## src/rtl/fetch_queue_if.sv

```systemverilog
// Handshake and status bundle between fetch, the fetch queue and decode.
// The slave modport is the queue; the master modport is the fetch/decode side.
interface fetch_queue_if #(
    parameter int unsigned DATA_WIDTH   = 32,
    parameter int unsigned ADDRESS_BITS = 20,
    parameter int unsigned DEPTH_BITS   = 2
);
    logic                    flush;
    logic [DATA_WIDTH-1:0]   in_instruction;
    logic [ADDRESS_BITS-1:0] in_PC;
    logic                    in_valid;
    logic                    in_ready;
    logic [DATA_WIDTH-1:0]   out_instruction;
    logic [ADDRESS_BITS-1:0] out_PC;
    logic                    out_valid;
    logic                    out_ready;
    logic [DEPTH_BITS:0]     count;
    logic                    full;
    logic                    almost_full;
    logic                    empty;

    modport slave (
        input  flush, in_instruction, in_PC, in_valid, out_ready,
        output in_ready, out_instruction, out_PC, out_valid,
               count, full, almost_full, empty
    );

    modport master (
        output flush, in_instruction, in_PC, in_valid, out_ready,
        input  in_ready, out_instruction, out_PC, out_valid,
               count, full, almost_full, empty
    );
endinterface

```

## src/rtl/fetch_queue.sv

```systemverilog
// DEPTH-entry instruction FIFO between fetch and decode with valid/ready on
// both sides and a synchronous flush for redirects. Outputs depend only on state.
module fetch_queue #(
    parameter int          CORE         = 0,
    parameter int unsigned DATA_WIDTH   = 32,
    parameter int unsigned ADDRESS_BITS = 20,
    parameter int unsigned DEPTH        = 4,
    parameter int unsigned DEPTH_BITS   = 2
) (
    input logic            clock,
    input logic            reset,
    fetch_queue_if.slave   bus
);
    localparam int unsigned PW = DEPTH_BITS;
    localparam int unsigned CW = DEPTH_BITS + 1;

    if (CORE < 0 || DEPTH < 2 || DEPTH != (32'd1 << DEPTH_BITS)) begin : g_param_check
        $error("fetch_queue: DEPTH must be a power of two >= 2 matching DEPTH_BITS");
    end

    typedef struct packed {
        logic [DATA_WIDTH-1:0]   instruction;
        logic [ADDRESS_BITS-1:0] pc;
    } entry_t;

    entry_t          mem [DEPTH];
    logic [PW-1:0]   wr_ptr;
    logic [PW-1:0]   rd_ptr;
    logic [CW-1:0]   count_q;
    logic            full_c;
    logic            empty_c;
    logic            push_c;
    logic            pop_c;

    assign full_c  = (count_q == CW'(DEPTH));
    assign empty_c = (count_q == CW'(0));
    assign push_c  = bus.in_valid & ~full_c;
    assign pop_c   = ~empty_c & bus.out_ready;

    // Pointer and occupancy state; flush wins over any same-cycle push or pop.
    always_ff @(posedge clock or posedge reset) begin
        if (reset) begin
            wr_ptr  <= '0;
            rd_ptr  <= '0;
            count_q <= '0;
        end else if (bus.flush) begin
            wr_ptr  <= '0;
            rd_ptr  <= '0;
            count_q <= '0;
        end else begin
            if (push_c) wr_ptr <= wr_ptr + PW'(1);
            if (pop_c)  rd_ptr <= rd_ptr + PW'(1);
            if (push_c && !pop_c)      count_q <= count_q + CW'(1);
            else if (pop_c && !push_c) count_q <= count_q - CW'(1);
        end
    end

    // Storage is never reset; a flushed push must not land.
    always_ff @(posedge clock) begin
        if (push_c && !bus.flush) begin
            mem[wr_ptr] <= '{instruction: bus.in_instruction, pc: bus.in_PC};
        end
    end

    always_comb begin
        bus.out_instruction = '0;
        bus.out_PC          = '0;
        if (!empty_c) begin
            bus.out_instruction = mem[rd_ptr].instruction;
            bus.out_PC          = mem[rd_ptr].pc;
        end
    end

    assign bus.out_valid   = ~empty_c;
    assign bus.in_ready    = ~full_c;
    assign bus.count       = count_q;
    assign bus.full        = full_c;
    assign bus.empty       = empty_c;
    assign bus.almost_full = (count_q >= CW'(DEPTH - 1));
endmodule

```

## src/flat_wrapper.sv

```systemverilog
// flat-port wrapper written by rule: the top's interface ports become plain ports
module fetch_queue_flat 
#(
    parameter int          CORE         = 0,
    parameter int unsigned DATA_WIDTH   = 32,
    parameter int unsigned ADDRESS_BITS = 20,
    parameter int unsigned DEPTH        = 4,
    parameter int unsigned DEPTH_BITS   = 2
)
  (clock, reset, bus_flush, bus_in_instruction, bus_in_PC, bus_in_valid, bus_out_ready, bus_in_ready, bus_out_instruction, bus_out_PC, bus_out_valid, bus_count, bus_full, bus_almost_full, bus_empty);
  fetch_queue_if #(.DATA_WIDTH(DATA_WIDTH), .ADDRESS_BITS(ADDRESS_BITS), .DEPTH_BITS(DEPTH_BITS)) bus_i ();
  input logic clock;
  input logic reset;
  input wire logic [$bits(bus_i.flush)-1:0] bus_flush;
  input wire logic [$bits(bus_i.in_instruction)-1:0] bus_in_instruction;
  input wire logic [$bits(bus_i.in_PC)-1:0] bus_in_PC;
  input wire logic [$bits(bus_i.in_valid)-1:0] bus_in_valid;
  input wire logic [$bits(bus_i.out_ready)-1:0] bus_out_ready;
  output wire logic [$bits(bus_i.in_ready)-1:0] bus_in_ready;
  output wire logic [$bits(bus_i.out_instruction)-1:0] bus_out_instruction;
  output wire logic [$bits(bus_i.out_PC)-1:0] bus_out_PC;
  output wire logic [$bits(bus_i.out_valid)-1:0] bus_out_valid;
  output wire logic [$bits(bus_i.count)-1:0] bus_count;
  output wire logic [$bits(bus_i.full)-1:0] bus_full;
  output wire logic [$bits(bus_i.almost_full)-1:0] bus_almost_full;
  output wire logic [$bits(bus_i.empty)-1:0] bus_empty;
  assign bus_i.flush = bus_flush;
  assign bus_i.in_instruction = bus_in_instruction;
  assign bus_i.in_PC = bus_in_PC;
  assign bus_i.in_valid = bus_in_valid;
  assign bus_i.out_ready = bus_out_ready;
  assign bus_in_ready = bus_i.in_ready;
  assign bus_out_instruction = bus_i.out_instruction;
  assign bus_out_PC = bus_i.out_PC;
  assign bus_out_valid = bus_i.out_valid;
  assign bus_count = bus_i.count;
  assign bus_full = bus_i.full;
  assign bus_almost_full = bus_i.almost_full;
  assign bus_empty = bus_i.empty;
  fetch_queue #(.CORE(CORE), .DATA_WIDTH(DATA_WIDTH), .ADDRESS_BITS(ADDRESS_BITS), .DEPTH(DEPTH), .DEPTH_BITS(DEPTH_BITS)) u_core (.clock(clock), .reset(reset), .bus(bus_i));
endmodule
```

## config.mk

```make
export PLATFORM = sky130hd
export DESIGN_NAME = fetch_queue_flat
export DESIGN_NICKNAME = d
export VERILOG_FILES = /design/src/rtl/fetch_queue_if.sv /design/src/rtl/fetch_queue.sv /design/src/flat_wrapper.sv
export SDC_FILE = /design/constraint.sdc
export NUM_CORES = 1
export LEC_CHECK = 0
export ABC_CLOCK_PERIOD_IN_PS = 3100
export CORE_MARGIN = 1.5
export CORE_UTILIZATION = 54
export CTS_CLUSTER_DIAMETER = 60
export CTS_CLUSTER_SIZE = 40
export DETAILED_ROUTE_END_ITERATION = 8
export PLACE_DENSITY = 0.79
export SLEW_MARGIN = 30
export SYNTH_ARGS = -nofsm -noshare
export SYNTH_HDL_FRONTEND = slang
export SYNTH_SLANG_ARGS = --single-unit
```

## constraint.sdc

```tcl
create_clock -name clock -period 3.1 [get_ports clock]
set_clock_uncertainty 0.15 [all_clocks]
set_input_delay 0.31 -clock clock [delete_from_list [all_inputs] [get_ports clock]]
set_output_delay 0.31 -clock clock [all_outputs]
set_load 0.02 [all_outputs]
```

Word-level counts from Yosys, hierarchy flattened
Memories as Yosys holds them, arrays and structs flattened.
Cells that the tools add are included.
Storage, ports and cells
  memory bits (writable): 208
  logic and storage cells: 35
  input port bits: 57
  bits in registers: 7
  memories kept: 1
Operators by class
  equal/unequal tests: 1
  reduce and logical (&&, ||, !) cells: 10
  bitwise operators: 4
  mux-type cells: 11
  magnitude comparators: 1
  $add $sub $neg: 4
Memories
  u_core.mem: words 4, width 52, read ports 1, clocked after Yosys merged registers in 0, write ports 1, line fetch_queue.sv:26  | entry_t mem [DEPTH];
Operators with widths (number)
  $mux 32: 1
  $mux 20: 1
  $mux 3: 3
  $mux 2: 4
  $add 2x1->2 const B: 2
  $reduce_bool 2->1: 2
  $add 3x1->3 const B: 1
  $eq 3x3->1 const B: 1
  $ge 3x2->1 const B: 1
  $logic_and 1x1->1: 3
  $logic_not 1->1: 3
  $logic_not 3->1: 1
  $reduce_bool 3->1: 1
  $sub 3x1->3 const B: 1
  $and 1x1->1: 2
  $mux 1: 2
  $not 1->1: 2

Depth between registers and ports, before layout
Gate-level depths: netlist of run 1.
  word-level depth: 8
  depth in mapped cells: 8

Worst setup path before layout of run 1
OpenSTA, ideal clock, no wires.
  kind: register -> register
  start point: register u_core.count_q[2], in the netlist u_core.bus.count[2]
  end point: memory u_core.mem[2][0] (netlist bit), enable pin
  setup time: 0.415 ns
  clock period less this slack: 3.083 ns
  data arrival time: 2.518 ns
  buffers on the path: 1
  slack: 0.017 ns
  data required time: 2.535 ns
  cell stages (with the launch flop): 6
  path through: dfrtp_1 buf_4 or3b_4 inv_2 nor3_1 and2_1
Between the ends
  word-level cells in the longest chain between the ends: 6
Ends and longest elaborated chain
  start, declared: line fetch_queue.sv:29  | logic [CW-1:0] count_q;
  start signal, assigned: line fetch_queue.sv:53  | if (push_c && !pop_c) count_q <= count_q + CW'(1);
  start signal, assigned: line fetch_queue.sv:54  | else if (pop_c && !push_c) count_q <= count_q - CW'(1);
  $eq 3x3->1: line fetch_queue.sv:35  | assign full_c = (count_q == CW'(DEPTH));
  $not 1->1
  net bus_in_ready: line flat_wrapper.sv:19  | output wire logic [$bits(bus_i.in_ready)-1:0] bus_in_ready;
  $and 1x1->1: line fetch_queue.sv:37  | assign push_c = bus.in_valid & ~full_c;
  $logic_and 1x1->1: line fetch_queue.sv:60  | if (push_c && !bus.flush) begin
  $mux 1: line fetch_queue.sv:60
  $mux 1 (implied by the code): line fetch_queue.sv:61  | mem[wr_ptr] <= '{instruction: bus.in_instruction, pc: bus.in_PC};
  end, declared: line fetch_queue.sv:26
The timed path passes the listed nets, and every way through them passes these cells.

Worst setup path in the final report of run 1
  start point: register u_core.rd_ptr[1]
  end point: output port bus_out_instruction[4]
Between the ends
  word-level cells in the longest chain between the ends: 2
Ends and longest elaborated chain
  start, declared: line fetch_queue.sv:28  | logic [PW-1:0] rd_ptr;
  start signal, assigned: line fetch_queue.sv:52  | if (pop_c) rd_ptr <= rd_ptr + PW'(1);
  $mem_v2 4x52
  $mux 32: line fetch_queue.sv:68  | if (!empty_c) begin
  end, declared: line flat_wrapper.sv:20  | output wire logic [$bits(bus_i.out_instruction)-1:0] bus_out_instruction;
Every way passes these cells.

==> reports/qor.txt, run 1 <==
largest net degree at the start of global routing: 55
Layout Nets: 586
Post-DRT Antenna Nets: 0
crit path from: u_core.rd_ptr[1]
CTS root buf: clkbuf_16
Worst Path Arrival: 2470 ps
Worst slew margin: 0.705
IO Port Bufs: 116
Final Slew Violations: 0
fill count: 1030
LEAKAGE: 0.00332 uW
global-route wire length before repair: 23.5 mm
IO Pins: 117
WHS Path Cells: 1
gpl congestion: 0.763
CP endpoint kind: output pin
Synthesized Nets: 456
ratio of cells with drive above 1 in the final layout: 0.198
total core area: 0.0153 mm^2
placed instance count: 715
row count: 45
Die Y: 128 um
initial antenna violation count: 1
Syn Inst Count: 394
worst skew pair latency: 460 ps
share of the yosys chip area belonging to registers: 0.756
Async SR Flop Fraction: 0.0326
First-pass DRT Iterations: 4
CTS max path bufs: 3
Seq cells post-synth: 215
power density cells: 787 mW/mm^2
Worst VDD drop: 0.615 mV
post-DP HPWL: 9.44 mm
final hold viol count: 0
startpoint types: flop
GRT Resource Usage Total: 0.188
number of warning messages in the yosys log: 0
final non-filler cell total: 741
CTS Sinks: 215
H-tree depth: 1
setup TNS: 0 ps
number of global-route vias before repair: 4277
RSZ-0062 raised after global routing: no
diode count: 0
clk slew on worst S/H paths: 100 ps
worst min path class: in -> reg
Starting Density: 0.556
# DRC: 0
Final Setup Violations: 0
Tcrit/Tclk final: 0.944
Netlist cell types: 35
routed wire length: 15.3 mm
Post-Syn Area: 0.00849 mm^2
footprint of the multi-input gates: 0.00187 mm^2
CTS buffer count: 13
Top FF cell, synth: edfxtp_1
Hold Startpoint: bus_in_instruction[8]
vias per inst: 5.52
status: complete, no violations
EDFF count, synth: 208
Reg2Reg Depth: 7
Crit Path Max Fanout: 15
Horiz. Die Dim: 128 um
WL/cell: 20.6 um
sequential cell area: 0.00643 mm^2
min cycle time layout: 2930 ps
Area growth, synth to finish: 22.1%
Setup CP Type: reg -> out
die area: 0.0165 mm^2
CTS tree: yes
global route overflow: 0
initial DRC count: 251
Critical R2R Launch: u_core.bus.count[0]
Slew @ Worst Pin: 443 ps
Critical Path RT: 2640 ps
via count: 4088
fin util: 0.680
Peak Freq: 0.342 GHz
Syn Area/Cell: 21.5 um^2
Max-Cap Viols: 0
worst paths after layout:
| path | slack, ps | end |
|---|---|---|
| setup / recovery | 170 | bus_out_instruction[4] |
| min in group asynchronous | 490 | u_core.bus.count[0] |
| hold reg to reg | 480 | u_core.wr_ptr[0] |
| setup reg to reg | 490 | u_core.bus.count[2] |
| hold / removal | 330 | u_core.mem[0][28] |
| max in group asynchronous | 2050 | u_core.rd_ptr[0] |
final cells by class:
class,count,share of cell area
clock buffer,14,0.0317
clock inverter,7,0.00820
inverter,8,0.00290
multi-input combinational,149,0.180
sequential,215,0.620
tap,211,0.0255
timing repair buffer,137,0.132
flip-flops by register name, summed over array words and instances, names as in the netlist:
| name | count |
|---|---|
| u_core.bus.count | 3 |
| u_core.wr_ptr | 2 |
| u_core.mem | 208 |
| u_core.rd_ptr | 2 |
report_power, final:
| group | switching [uW] | internal (uW) | leakage [uW] |
|---|---|---|---|
| sequential | 98.3 | 3340 | 0.00198 |
| clock | 911 | 880 | 0.000199 |
| combinational | 1430 | 1500 | 0.00115 |
| total | 2440 | 5720 | 0.00332 |
cell usage in the layout (no fill, tap or decap), types with 4 or more instances in the layout:
| cell type | instances |
|---|---|
| buf_4 | 16 |
| inv_1 | 7 |
| dfrtp_1 | 5 |
| ha_1 | 4 |
| nor2_1 | 9 |
| and2_2 | 4 |
| nor2b_1 | 46 |
| mux4_2 | 52 |
| clkbuf_16 | 13 |
| clkdlybuf4s50_1 | 116 |
| edfxtp_1 | 208 |
| buf_12 | 4 |
| and2b_1 | 6 |
cell families (layout without fill, tap and decap cells):
| kind of cell | after synthesis | after routing | share of synthesized area |
|---|---|---|---|
| flip-flops | 215 | 215 | 0.756 |
| AND/OR/NAND/NOR | 74 | 74 | 0.0547 |
| multiplexers | 56 | 56 | 0.143 |
| buffers and inverters | 30 | 166 | 0.0246 |
| AO/OA/AOI/OAI | 12 | 12 | 0.0112 |
| adder cells (fa/ha/maj) | 5 | 5 | 0.00825 |
| XOR/XNOR | 2 | 2 | 0.00206 |
through the flow:
stage | hold slack [ps] | power [uW] | cell area, um^2 | setup slack, ps
finish | 334 | 8160 | 10400 | 174
global route | 319 | 8510 | 10400 | 80.5
CTS | 320 | 8220 | 10300 | 50.8
detailed placement | 426 | 6450 | 9920 | 466
global placement | 413 | 6400 | 9920 | 572
floorplan | -36.6 | 5280 | 8490 | 17.4
what timing repair did:
item,CTS,global route
resized for setup,0,0
hold buffers,1,0
endpoints found under the setup margin,0,3
setup buffers,0,4
endpoints found under the hold margin,7,0
Yosys cell counts, types with 3 or more instances:
cell	number	area, um^2
and2_1	4	25.0
and2b_1	6	45.0
buf_12	3	60.1
buf_2	8	40.0
buf_6	4	45.0
clkbuf_1	5	18.8
dfrtp_1	7	175
edfxtp_1	208	6250
ha_1	4	50.1
inv_1	7	26.3
mux4_2	52	1170
nor2_1	9	33.8
nor2b_1	46	288
per-layer routing:
layer,track usage,up-vias,part of all wire
met4,0.0291,0,0.0088
li1,-,1832,-
met2,0.324,125,0.51
met3,0.0312,11,0.055
met5,0,-,0
met1,0.265,2120,0.43
worst max-delay path, cell delays in order (launching register included):
cell             delay [ps]
dfrtp_2                 640
buf_4                   310
mux4_2                  340
nor2b_1                 160
clkdlybuf4s50_1         550
(Power assumes the default switching activity.)
==> run 2: changes to the inputs <==
- CORE_UTILIZATION: 54 -> 35
- PLACE_DENSITY: 0.79 -> 0.64
==> run 2 against run 1 <==
Global-route usage fell by 6.0 points. Worst hold slack got worse by 27 ps. Count of clock-buffer cells in the layout increased by 4. Flip-flop and latch count stayed put. Cell count rose by 15%. Sequential power hardly changed. Largest cell class unchanged. Non-clock buffer count decreased by 7. Highest routed layer is now met5. Utilization is 23 points lower. Critical path depth stayed put. Die area increased by 53%.
==> reports/qor.txt, run 2 (synthesis results as in run 1) <==
status: complete, no violations
Area growth, synth to finish: 24.6%
diode count: 0
M1 wire length: 6.99 mm
Post-DRT Antenna Nets: 0
critical path's slowest cell: mux4_2
vias per inst: 4.79
worst min path class: in -> reg
placed inst area: 0.0100 mm^2
ratio of cells with drive above 1 in the final layout: 0.194
number of global-route vias before repair: 4499
H-tree depth: 1
Met3 Wirelength: 774 um
initial antenna violation count: 1
Worst slew margin: 0.672
startpoint types: flop
Critical Path RT: 2640 ps
global route overflow: 0
IO Pins: 117
power density cells: 802 mW/mm^2
final hold viol count: 0
global-route wire length before repair: 25.3 mm
most flop-heavy register: u_core.mem
# DRC: 0
Tcrit/Tclk final: 0.942
total core area: 0.0236 mm^2
largest net degree at the start of global routing: 55
LEAKAGE: 0.00335 uW
Die Y: 159 um
Horiz. Die Dim: 159 um
CP top delay family: buffers and inverters
Setup CP Type: reg -> out
via count: 4065
die area: 0.0252 mm^2
fill count: 1997
DR top layer: met5
setup TNS: 0 ps
min cycle time layout: 2920 ps
CTS buffer count: 16
met2 WL: 7.87 mm
crit-path cells: buf_12 > mux4_2 > nor2b_1 > clkdlybuf4s50_1
Max-Cap Viols: 0
CTS Sinks: 215
Final Setup Violations: 0
IO Port Bufs: 116
CTS resizes: 0
post-DP HPWL: 9.69 mm
WL/cell: 18.7 um
CTS max path bufs: 3
Starting Density: 0.360
Layout Nets: 582
row count: 56
clk slew on worst S/H paths: 90 ps
RSZ-0062 raised after global routing: no
CTS tree: yes
most frequent cells in the layout: edfxtp_1 (208), clkdlybuf4s50_1 (116), mux4_2 (52), nor2b_1 (46), clkbuf_16 (17)
commonest non-fill, non-tap cell in the layout: edfxtp_1
First-pass DRT Iterations: 4
CP endpoint kind: output pin
Largest register FFs: 208
gpl congestion: 0.757
initial DRC count: 156
worst skew pair latency: 480 ps
Slew @ Worst Pin: 485 ps
CTS root buf: clkbuf_16
Max stage delay on crit path: 560 ps
routed wire length: 15.9 mm
Worst VDD drop: 1.09 mV
fin area: 0.0106 mm^2
Final Slew Violations: 0
Peak Freq: 0.343 GHz
GRT Resource Usage Total: 0.128
Buf+Inv Stages, Crit Path: 2
Worst Path Arrival: 2460 ps
Crit Path Max Fanout: 30
-- run 2: power breakdown --
| group | switching [uW] | leakage (uW) | internal (uW) |
|---|---|---|---|
| registers | 85.7 | 0.00198 | 3340 |
| logic | 1460 | 0.00111 | 1450 |
| clock network | 1010 | 0.000265 | 1130 |
-- run 2: final timing paths --
kind                                     start                      end  slack [ps]  cells after the start
min in group asynchronous                reset      u_core.bus.count[1]         470                      3
max in group asynchronous                reset         u_core.rd_ptr[0]        2060                      3
min reg2reg                   u_core.wr_ptr[0]         u_core.wr_ptr[0]         470                      2
min                               bus_in_PC[2]         u_core.mem[2][2]         310                      1
max reg2reg                u_core.bus.count[2]      u_core.bus.count[2]         520                      7
max                           u_core.rd_ptr[0]  bus_out_instruction[28]         180                      4
-- run 2: final cells by class --
class                      count  area, um^2  area share
sequential                   215        6430       0.608
multi-input combinational    149        1870       0.176
timing repair buffer         130        1310       0.124
clock buffer                  18         429      0.0406
tap                          319         399      0.0377
clock inverter                10         120      0.0114
inverter                       8        30.0     0.00284
-- run 2: metrics by stage --
step,power [uW],instances,util,hold WS (ps),worst slack [ps]
finish,8480,849,0.448,307,181
global route,8880,849,0.448,286,75.2
CTS,8640,849,0.448,280,129
detailed placement,6460,820,0.424,430,490
global placement,6430,820,0.424,409,556
floorplan,5280,394,-,-36.6,17.4
-- run 2: worst reg2reg max path, stage by stage (launching register included) --
cell and delay [ps]:
dfrtp_1 590, or3b_4 470, inv_2 100, nor3_1 60, fa_1 450, a21bo_2 240
a311oi_1 270, o311a_1 200
-- run 2: repair_timing --
| action | in CTS | in global routing |
|---|---|---|
| hold buffers | 1 | 0 |
| setup buffers | 0 | 0 |
| setup endpoints to repair | 0 | 0 |
| hold endpoints to repair | 7 | 0 |
-- run 2: metal layers --
layer | vias up | global-route usage
met3 | 18 | 0.0280
met4 | 2 | 0.0368
met2 | 102 | 0.212
met5 | - | 0
met1 | 2110 | 0.171
li1 | 1833 | -
==> run 3: changes to the inputs <==
- ABC_AREA: default -> 1
- CORE_MARGIN: 1.5 -> default
==> run 3 against run 2 <==
Largest cell class unchanged. Die area decreased by 0.49%. Global-route usage rose by 2.0 points. Critical path type unchanged. Flip-flop and latch count stayed put. Cell count rose by 33%. Clock power rose by 2%.
==> reports/qor.txt, run 3 <==
initial DRC count: 271
final non-filler cell total: 1129
post-synthesis mux area share: 0
LEAKAGE: 0.00365 uW
worst min path class: in -> reg
Synth Area in Simple Gates: 0.110
initial antenna violation count: 0
vias per inst: 4.74
Compound-Gate Fraction of Synth Area: 0.0953
# DRC: 0
power density cells: 811 mW/mm^2
gpl congestion: 0.716
Netlist cell types: 22
First-pass DRT Iterations: 4
worst setup margin: 192 ps
Worst Path Arrival: 2450 ps
ratio of cells with drive above 1 in the final layout: 0.0802
Seq cells post-synth: 215
share of the yosys chip area belonging to registers: 0.750
Final Setup Violations: 0
Setup CP Type: reg -> out
Post-Syn Area: 0.00856 mm^2
fin area: 0.0107 mm^2
status: complete, no violations
EDFF count, synth: 208
Post-DRT Antenna Nets: 0
startpoint types: flop
GRT Resource Usage Total: 0.148
die area: 0.0251 mm^2
CTS buffer count: 16
most frequent cells in the layout: nor2_1 (210), edfxtp_1 (208), clkdlybuf4s50_1 (115), o21ai_0 (58), a21oi_1 (55)
largest net degree at the start of global routing: 60
post-synth top area share: 0.730
Final Power: 8710 uW
CP endpoint kind: output pin
Syn Area/Cell: 12.5 um^2
Synthesized Nets: 744
combinational family with the most area after synthesis: simple AND/OR/NAND/NOR gates
post-DP HPWL: 10.6 mm
CTS root buf: clkbuf_16
Synth Area in Adders: 0.00819
Starting Density: 0.360
Tcrit/Tclk final: 0.938
routed wire length: 18.5 mm
Worst VDD drop: 0.549 mV
CTS tree: yes
CTS Sinks: 215
Max-Cap Viols: 0
WL/cell: 16.4 um
diode count: 0
Die Y: 158 um
placed inst area: 0.0101 mm^2
Layout Nets: 862
Worst slew margin: 0.681
most frequent cell after synthesis: nor2_1
Horiz. Die Dim: 158 um
Syn Inst Count: 682
global route overflow: 0
Yosys top cell by area: edfxtp_1
Async SR Flop Fraction: 0.0326
clk slew on worst S/H paths: 80 ps
H-tree depth: 1
Peak Freq: 0.344 GHz
final hold viol count: 0
placed instance count: 1096
top cells by area, synth: edfxtp_1 (73%), nor2_1 (9.4%), o21ai_0 (3.4%), a21oi_1 (3.2%), o21ai_1 (2.9%)
Largest register FFs: 208
Critical Path RT: 2640 ps
number of warning messages in the yosys log: 0
XOR/XNOR share of the synthesized area: 0.00102
most frequent cells after synthesis: nor2_1 (214), edfxtp_1 (208), o21ai_0 (58)
row count: 56
Area growth, synth to finish: 25.5%
IO Port Bufs: 116
number of global-route vias before repair: 5246
global-route wire length before repair: 28.3 mm
IO Pins: 117
Top FF cell, synth: edfxtp_1
Final Slew Violations: 0
Slew @ Worst Pin: 479 ps
Crit Path Max Fanout: 59
via count: 5346
most flop-heavy register: u_core.mem
CTS max path bufs: 3
min cycle time layout: 2910 ps
dpl ws: 555 ps
total core area: 0.0238 mm^2
commonest non-fill, non-tap cell in the layout: nor2_1
RSZ-0062 raised after global routing: no
worst skew pair latency: 480 ps
## run 3: cell count changes after synthesis, sizes merged, moves of 9 or more
cell / delta
mux4: -52
nor2: +206
inv: +11
a21oi: +53
o21ai: +106
nor2b: -46
nand2: +16
buf: +9
## run 3: critical path, cell delays in order, from the launching register on
cell             delay (ps)
dfrtp_4                 570
inv_4                   110
buf_12                  250
o21ai_0                 140
a21oi_1                 240
clkdlybuf4s50_1         650
## run 3: stage by stage
stage | hold WS [ps] | utilization | TNS (ps)
2_1_floorplan | -36.6 | - | -133960
3_3_place_gp | 406 | 0.426 | 0
3_5_place_dp | 415 | 0.426 | 0
4_1_cts | 289 | 0.450 | 0
5_1_grt | 294 | 0.452 | 0
6_report | 307 | 0.452 | 0
## run 3: cells by family (layout without fill, tap and decap cells)
logic type	count (synthesis)	count (layout)
compound gates	163	163
flops	215	215
fa+ha+maj	5	5
simple gates	240	240
buf+inv	58	186
xor+xnor	1	1
## run 3: cell type report
cell class	count	area, um^2
repair buffers	139	1410
clock buffers	17	425
multi-input cells	409	1860
inverters	19	76.3
fillers	2129	13000
well taps	319	399
clock inverters	11	143
flip-flops and latches	215	6430
## run 3: routing by layer
metal | global-route usage | vias up | share of wire
li1 | - | 2638 | -
met1 | 0.181 | 2571 | 0.43
met2 | 0.272 | 117 | 0.50
met3 | 0.0297 | 20 | 0.047
met4 | 0.0252 | 0 | 0.017
met5 | 0 | - | 0
## run 3: repair_timing
action,4_1_cts,5_1_grt
buffers inserted,0,4
resized for setup,0,4
hold endpoints to repair,7,0
endpoints found under the setup margin,0,37
hold buffers,1,0
## run 3: power breakdown
part | switching [uW] | internal [uW] | total, uW
combinational | 1800 | 1250 | 3050
sequential | 88.0 | 3370 | 3460
clock | 1110 | 1090 | 2200
total | 3000 | 5710 | 8710
## run 3: worst paths after layout
| check | cells after the start | to | slack (ps) | from |
|---|---|---|---|---|
| min in group asynchronous | 3 | u_core.bus.count[0] | 460 | reset |
| hold reg to reg | 1 | u_core.wr_ptr[0] | 420 | u_core.wr_ptr[0] |
| hold / removal | 1 | u_core.mem[2][25] | 310 | bus_in_instruction[5] |
| setup reg to reg | 5 | u_core.mem[0][50] | 1030 | u_core.bus.count[0] |
| max in group asynchronous | 3 | u_core.rd_ptr[0] | 2090 | reset |
| setup / recovery | 5 | bus_out_PC[1] | 190 | u_core.rd_ptr[0] |
